### src/rtl/sr_bank_arbiter.sv
// rtl/sr_bank_arbiter.sv - round-robin arbitrated bank of SR storage bits (optional SRB_LOCK_EN exclusive lock)
module sr_bank_arbiter #(
  parameter int NREQ  = 4,
  parameter int WIDTH = 8,
  parameter int AW    = 4
) (
  input  logic                 clk,
  input  logic                 reset,
  input  logic [NREQ-1:0]      req,
  input  logic [2*NREQ-1:0]    mode,
  input  logic [AW*NREQ-1:0]   addr,
  input  logic [NREQ-1:0]      din_a,
  input  logic [NREQ-1:0]      din_b,
`ifdef SRB_LOCK_EN
  input  logic [NREQ-1:0]      lock,
`endif
  output logic [NREQ-1:0]      gnt,
  output logic [WIDTH-1:0]     q,
  output logic                 err,
  output logic                 busy
);

  localparam int PW = (NREQ > 1) ? $clog2(NREQ) : 1;

  localparam logic [1:0] MODE_D  = 2'b00;
  localparam logic [1:0] MODE_T  = 2'b01;
  localparam logic [1:0] MODE_JK = 2'b10;

`ifdef SRB_LOCK_EN
  typedef enum logic [1:0] {IDLE = 2'd0, GRANT = 2'd1, LOCKED = 2'd2} state_t;
`else
  typedef enum logic [1:0] {IDLE = 2'd0, GRANT = 2'd1} state_t;
`endif

  state_t            state;
  logic [PW-1:0]     ptr;
  logic [PW-1:0]     sel;
  logic              found;
  logic [NREQ-1:0]   elig;
  logic [PW-1:0]     cur;
  logic              do_write;
  logic [1:0]        cur_mode;
  logic [AW-1:0]     cur_addr;
  logic              cur_a;
  logic              cur_b;
  logic              in_range;
  logic              qa;
  logic              s;
  logic              r;
  logic [WIDTH-1:0]  q_next;
  logic              wr_err;
`ifdef SRB_LOCK_EN
  logic [PW-1:0]     owner;
  logic              locked_hold;
`endif

  // Round-robin pick: first requester at or above the pointer that is not already granted
  always_comb begin
    elig  = req & ~gnt;
    found = 1'b0;
    sel   = '0;
    for (int k = 0; k < NREQ; k++) begin
      if (!found && elig[(int'(ptr) + k) % NREQ]) begin
        found = 1'b1;
        sel   = PW'((int'(ptr) + k) % NREQ);
      end
    end
  end

  // Which requester drives the bank this edge: the lock owner while locked, else the arbiter pick
  always_comb begin
`ifdef SRB_LOCK_EN
    locked_hold = (state == LOCKED) && lock[owner];
    cur         = locked_hold ? owner : sel;
    do_write    = locked_hold ? req[owner] : found;
`else
    cur         = sel;
    do_write    = found;
`endif
    cur_mode = mode[2*cur +: 2];
    cur_addr = addr[AW*cur +: AW];
    cur_a    = din_a[cur];
    cur_b    = din_b[cur];
  end

  // Read the addressed bit and turn the flip-flop style operation into S/R drive
  always_comb begin
    in_range = (int'(cur_addr) < WIDTH);
    qa       = 1'b0;
    for (int j = 0; j < WIDTH; j++) begin
      if (int'(cur_addr) == j) qa = q[j];
    end
    case (cur_mode)
      MODE_D:  begin s = cur_a;        r = ~cur_a;      end
      MODE_T:  begin s = cur_a & ~qa;  r = cur_a & qa;  end
      MODE_JK: begin s = cur_a & ~qa;  r = cur_b & qa;  end
      default: begin s = cur_a;        r = cur_b;       end
    endcase
  end

  // Next bank value: only the addressed bit may change; S=R=1 or a bad address flags an error
  always_comb begin
    q_next = q;
    wr_err = 1'b0;
    if (do_write) begin
      if (!in_range) begin
        wr_err = 1'b1;
      end else if (s && r) begin
        wr_err = 1'b1;
      end else begin
        for (int j = 0; j < WIDTH; j++) begin
          if (int'(cur_addr) == j) begin
            if (s)      q_next[j] = 1'b1;
            else if (r) q_next[j] = 1'b0;
          end
        end
      end
    end
  end

  // Arbitration state machine with registered grant, bank and sticky error
  always_ff @(posedge clk) begin
    if (!reset) begin
      state <= IDLE;
      ptr   <= '0;
      gnt   <= '0;
      q     <= '0;
      err   <= 1'b0;
`ifdef SRB_LOCK_EN
      owner <= '0;
`endif
    end else begin
      q   <= q_next;
      err <= err | wr_err;
`ifdef SRB_LOCK_EN
      if (locked_hold) begin
        state <= LOCKED;
      end else
`endif
      begin
        if (found) begin
          gnt <= NREQ'(1) << sel;
          ptr <= PW'((int'(sel) + 1) % NREQ);
`ifdef SRB_LOCK_EN
          owner <= sel;
          state <= lock[sel] ? LOCKED : GRANT;
`else
          state <= GRANT;
`endif
        end else begin
          gnt   <= '0;
          state <= IDLE;
        end
      end
    end
  end

  // A grant is outstanding in every state except IDLE
  always_comb busy = (state != IDLE);

endmodule

### config.mk
export PLATFORM = sky130hd
export DESIGN_NAME = sr_bank_arbiter
export DESIGN_NICKNAME = d
export VERILOG_FILES = /design/src/rtl/sr_bank_arbiter.sv
export SDC_FILE = /design/constraint.sdc
export NUM_CORES = 1
export LEC_CHECK = 0
export CAP_MARGIN = 10
export CORE_MARGIN = 2
export CORE_UTILIZATION = 50
export CTS_CLUSTER_DIAMETER = 40
export CTS_CLUSTER_SIZE = 12
export DETAILED_ROUTE_END_ITERATION = 10
export GPL_TIMING_DRIVEN = 0
export PLACE_DENSITY_LB_ADDON = 0.12
export SYNTH_ARGS = -nofsm -noshare
export SYNTH_HDL_FRONTEND = slang
export SYNTH_SLANG_ARGS = --single-unit
### constraint.sdc
create_clock -name clk -period 11.74 [get_ports clk]
set_input_delay 2.348 -clock clk [delete_from_list [all_inputs] [get_ports clk]]
set_output_delay 2.348 -clock clk [all_outputs]
set_load 0.02 [all_outputs]
# After elaboration in Yosys (flattened, before gate mapping)

Index checks and enable logic that the tools add are counted.

Add/subtract/negate cells: 4
Magnitude comparators: 6
Eq/ne operators: 9
Shifts and indexed selects: 3
Muxes and demuxes: 39
Bitwise logic cells: 12
Reductions and logical operators: 24

Operator list:

| operator                                                    | count |
|---|---|
| AND reduction 5 bit                                         | 8 |
| two-way mux 1 bit                                           | 28 |
| == test 4 bit (second input constant)                       | 4 |
| variable part select 16 x 5 -> 4 bit                        | 1 |
| binary-select mux 1 bit (select 2 bit)                      | 6 |
| less-than comparator 3 x 4 -> 1 bit (second input constant) | 3 |
| == test 4 x 3 -> 1 bit (second input constant)              | 2 |
| two-way mux 2 bit                                           | 4 |
| OR reduction 2 bit                                          | 4 |
| variable part select 8 x 4 -> 2 bit                         | 1 |
| less-than comparator 2 x 3 -> 1 bit (second input constant) | 2 |
| adder 2 x 1 -> 2 bit (second input constant)                | 2 |
| adder 2 bit (second input constant)                         | 2 |
| AND 4 bit                                                   | 1 |
| == test 4 x 2 -> 1 bit (second input constant)              | 1 |
| logical AND 1 bit                                           | 4 |
| zero test 4 bit                                             | 1 |
| less-than comparator 4 bit (second input constant)          | 1 |
| inverter 4 bit                                              | 1 |
| nonzero test 2 bit                                          | 2 |
| << shifter 1 x 2 -> 4 bit (first input constant)            | 1 |
| AND 1 bit                                                   | 3 |
| AND 1 bit (first input constant)                            | 3 |
| zero test 1 bit                                             | 3 |
| other kinds (7)                                             | 9 |

Register bits after elaboration: 17
Output and inout port bits: 14

# Longest topological paths before layout

Depth after elaboration: 32
Mapped depth: 19
Gate-level depth less buffers: 17

# Least setup slack after synthesis

Ideal clock, no wire load.

Path type: input port to flip-flop
Start point: input req[2]
End point: register q[7]
Setup time: 0.070 ns
Data arrival time: 5.676 ns
Setup slack: 5.994 ns
Stages on the path: 18
Path through: or3b_2 -> o311ai_4 -> nand2_4 -> buf_6 -> buf_2 -> nand2_1 -> nand3_1 -> and2_1 -> ha_1 -> a31oi_4 -> nand2_1 -> o21ai_2 -> inv_1 -> ha_1 -> nand2_1 -> a211o_1 -> or4_1 -> a21oi_1

Longest elaborated chain between the ends: 29
Elaborated cells on any way between the ends: 65
Classes of those cells: 1 x order compare; 9 x eq/ne; 2 x shift; 34 x mux; 7 x bitwise; 12 x reduce/logical

Ends and longest elaborated chain:

| element                                 | RTL line | RTL |
|---|---|---|
| start, declared                         | 9        | `input logic [NREQ-1:0] req,` |
| AND 4 bit *                             | 59       | `elig = req & ~gnt;` |
| binary-select mux 1 bit (select 2 bit)  | 63       | `if (!found && elig[(int'(ptr) + k) % NREQ]) begin` |
| two-way mux 1 bit (not written as such) | 63       |  |
| two-way mux 1 bit                       | 63       |  |
| zero test 1 bit                         | 63       |  |
| logical AND 1 bit                       | 63       |  |
| two-way mux 1 bit                       | 63       |  |
| zero test 1 bit                         | 63       |  |
| (+7 left out)                           | -        |  |
| two-way mux 1 bit (8 in a row)          | 91       | `if (int'(cur_addr) == j) qa = q[j];` |
| inverter 1 bit                          | 95, 96   |  |
| AND 1 bit                               | 95, 96   |  |
| two-way mux 1 bit *                     | -        |  |
| net s                                   | 48       | `logic s;` |
| logical AND 1 bit                       | 108      | `end else if (s && r) begin` |
| inverter 1 bit (no source line)         | -        |  |
| AND reduction 5 bit (no source line)    | -        |  |
| end signal, assigned                    | 133      | `q <= q_next;` |
| end, declared                           | 18       | `output logic [WIDTH-1:0] q,` |

The timed path passes the listed nets; every way through them passes the cells marked *. The select of a mux whose other input is x is not followed.
A chain may end at the register's enable or synchronous reset.

# Worst setup path after layout

Same ends and word-level chain as after synthesis.

==> out/qor.txt <==
Slew headroom: 61.0%
Initial antenna violation count: 0
Synthesized area: 1640 sq um
DRC: 0
Final #Nets: 325
P per Cell Area: 211 nW/um^2
Post-Synthesis Cells: 227
Gr ovfl total: 0
H-tree lvl count: 1
CTS hold repair buffers: 0
Root Driver: clkbuf_4
Total power: 470 uW
Area of the multi-input gates: 1220 sq um
Total of fill cells in the finished design: 269
Sequential fraction of the synthesis area: 19.6%
I/O Buffers: 51
Post-Syn Nets: 269
Ports: 52
Clock skew: 0.00290 ns
Worst Path Buf+Inv: 4
Type of the tightest min-delay check: reg2reg
Min Tclk post-route: 6.40 ns
Commonest register cell after synthesis: dfxtp_1
Postcts setup bufs: 0
TritonCTS Buffers: 3
Clock Latency Late Sink: 0.29 ns
Ys async rst share: 0%
Gr usage total: 26.4%
Largest delay share family, worst path: simple AND/OR/NAND/NOR gates
Setup TNS: 0 ns
DR iter-0 viols: 114
Worst path most repeated cell: nand2_1
Crit path max fanout: 10
Pins Over Slew Limit: 0
Most common cell after layout, fill and taps aside: clkdlybuf4s50_1
Final Wtd Congestion: 0.948
Synth warn: 0
P_leak: 0.909 nW
Area grow syn2layout: 36.0%
CP endpoint kind: flop
Most frequent cells in the layout: 51 x clkdlybuf4s50_1, 43 x nand2_1, 17 x nand3_1, 16 x dfxtp_1, 15 x inv_1
Critical Path AT: 6.64 ns
Post-CTS resize count: 0
CTS tree: yes
EDFF count, synth: 0
Slowest-stage cell, CP: or3b_2
Layout cell share with drive strength beyond 1: 8.19%
Worst hold slack: 0.492 ns
Antenna-violating nets left: 0
DR pass1 iterations: 5
Number of max-cap violations: 0
Cell Chain, Critical Path: clkdlybuf4s50_1 > or3b_2 > o311ai_4 > nand2_4 > buf_6 > buf_2 > nand2_1 > nand3_1 > and2_1 > ha_1 > a31oi_4 > nand2_1 > o21ai_2 > inv_1 > ha_1 > nand2_1 > a211o_1 > or4_1 > a21oi_1
Vias in the first global route: 1688
Outcome: completed
Worst slew pin tran: 0.579 ns
Reg area: 320 sq um
First-pass GRT wire length: 7.48 mm
Post-DR wirelength/cell: 14.4 um
Largest net degree at the start of global routing: 11
Cell variety after synth: 58
Die Footprint: 3740 sq um
Reg clk slew, reported paths: 0.09 ns
Final Hold Fails: 0
Synth Register Bits: 16
Initial Utilization: 53.1%
Final period util: 54.6%
Syn Area/Cell: 7.20 sq um
Die X: 61.2 um
Vias per inst: 5.70
Crit Path Category: in2reg
Ant diodes: 0
Via count: 1852
RSZ-0062 raised after global routing: no
Core area: 3080 sq um
Clk sinks: 16
Site row count: 20
Worst Setup Start Kind: input port
Die H: 61.2 um
Peak VDD IR: 0.139 mV
WL final: 4.67 mm
Required time of the critical path: 11.97 ns
Final setup vio count: 0
Maximum clock frequency: 0.156 GHz
Post-DP HPWL: 3.72 mm
Longest Clk Path Bufs: 2
Max incr delay on CP: 0.51 ns
[Yosys cell counts (all sizes together), types with 2 or more instances]
cell,count,area (sq um)
mux2i,8,80.1
and3,5,31.3
and2b,2,15.0
a211o,3,26.3
o21a,2,15.0
a31oi,4,40.0
inv,15,56.3
o22ai,3,18.8
a211oi,3,22.5
a21o,2,15.0
o31ai,7,52.6
and2,5,33.8
nor2b,4,25.0
o211ai,4,35.0
nor2,12,52.6
nand3,17,85.1
nand2b,9,56.3
nor3,7,35.0
ha,4,50.1
dfxtp,16,320
nand2,44,173
a311oi,3,26.3
a21oi,8,40.0
mux2,2,22.5
o21ai,9,48.8
buf,6,38.8
[through the flow]
stage	setup slack, ns	std cells	util [%]	cell area, sq um
finish	5.34	325	72.2	2220
global route	5.03	325	72.2	2220
CTS	5.36	325	72.2	2220
detailed placement	5.05	322	71.5	2200
global placement	5.11	322	71.5	2200
floorplan	5.99	227	-	1640
[cell families after synthesis]
group,synth area share (%)
flops,19.6
buf+inv,6.04
simple gates,36.4
mux,6.27
fa+ha+maj,3.06
xor+xnor,0.536
compound gates,28.1
[power by group]
| group | total (mW) | switching (mW) | internal, mW |
|---|---|---|---|
| sequential | 0.0790 | 0.0121 | 0.0669 |
| combinational | 0.362 | 0.209 | 0.153 |
| clock | 0.0287 | 0.0167 | 0.0120 |
| total | 0.470 | 0.238 | 0.232 |
[per-layer routing]
metal	vias up	GRT usage (%)	wire length, um
met5	-	0	0
met4	0	12.4	146
met3	17	2.73	462
met2	86	43.2	1970
met1	817	34.9	2100
li1	932	-	-
[area by class of cell]
| class | instances | share of cell area (%) |
|---|---|---|
| clock buffer | 3 | 1.01 |
| tap | 44 | 2.48 |
| sequential | 16 | 14.4 |
| multi-input combinational | 189 | 54.7 |
| timing repair buffer | 51 | 23.0 |
| inverter | 15 | 2.53 |
| buffer | 7 | 1.91 |
[state kept, by name, summed over array words and instances, names as in the netlist]
register / flops
q: 8
err: 1
gnt: 4
ptr: 2
state: 1
[worst min-delay path, delay by kind of cell, from the launching register on]
family           cells  cell delay [ns]
flip-flops           1             0.34
AND/OR/NAND/NOR      1             0.08
AO/OA/AOI/OAI        1             0.04
[final timing paths]
path	depth (start not counted)	start	end	slack [ns]
setup reg to reg	18	gnt[0]	q[7]	7.46
hold reg to reg	2	err	err	0.49
hold / removal	2	err	err	0.49
setup / recovery	19	req[2]	q[7]	5.34
Power figures use the tool's default switching activity.
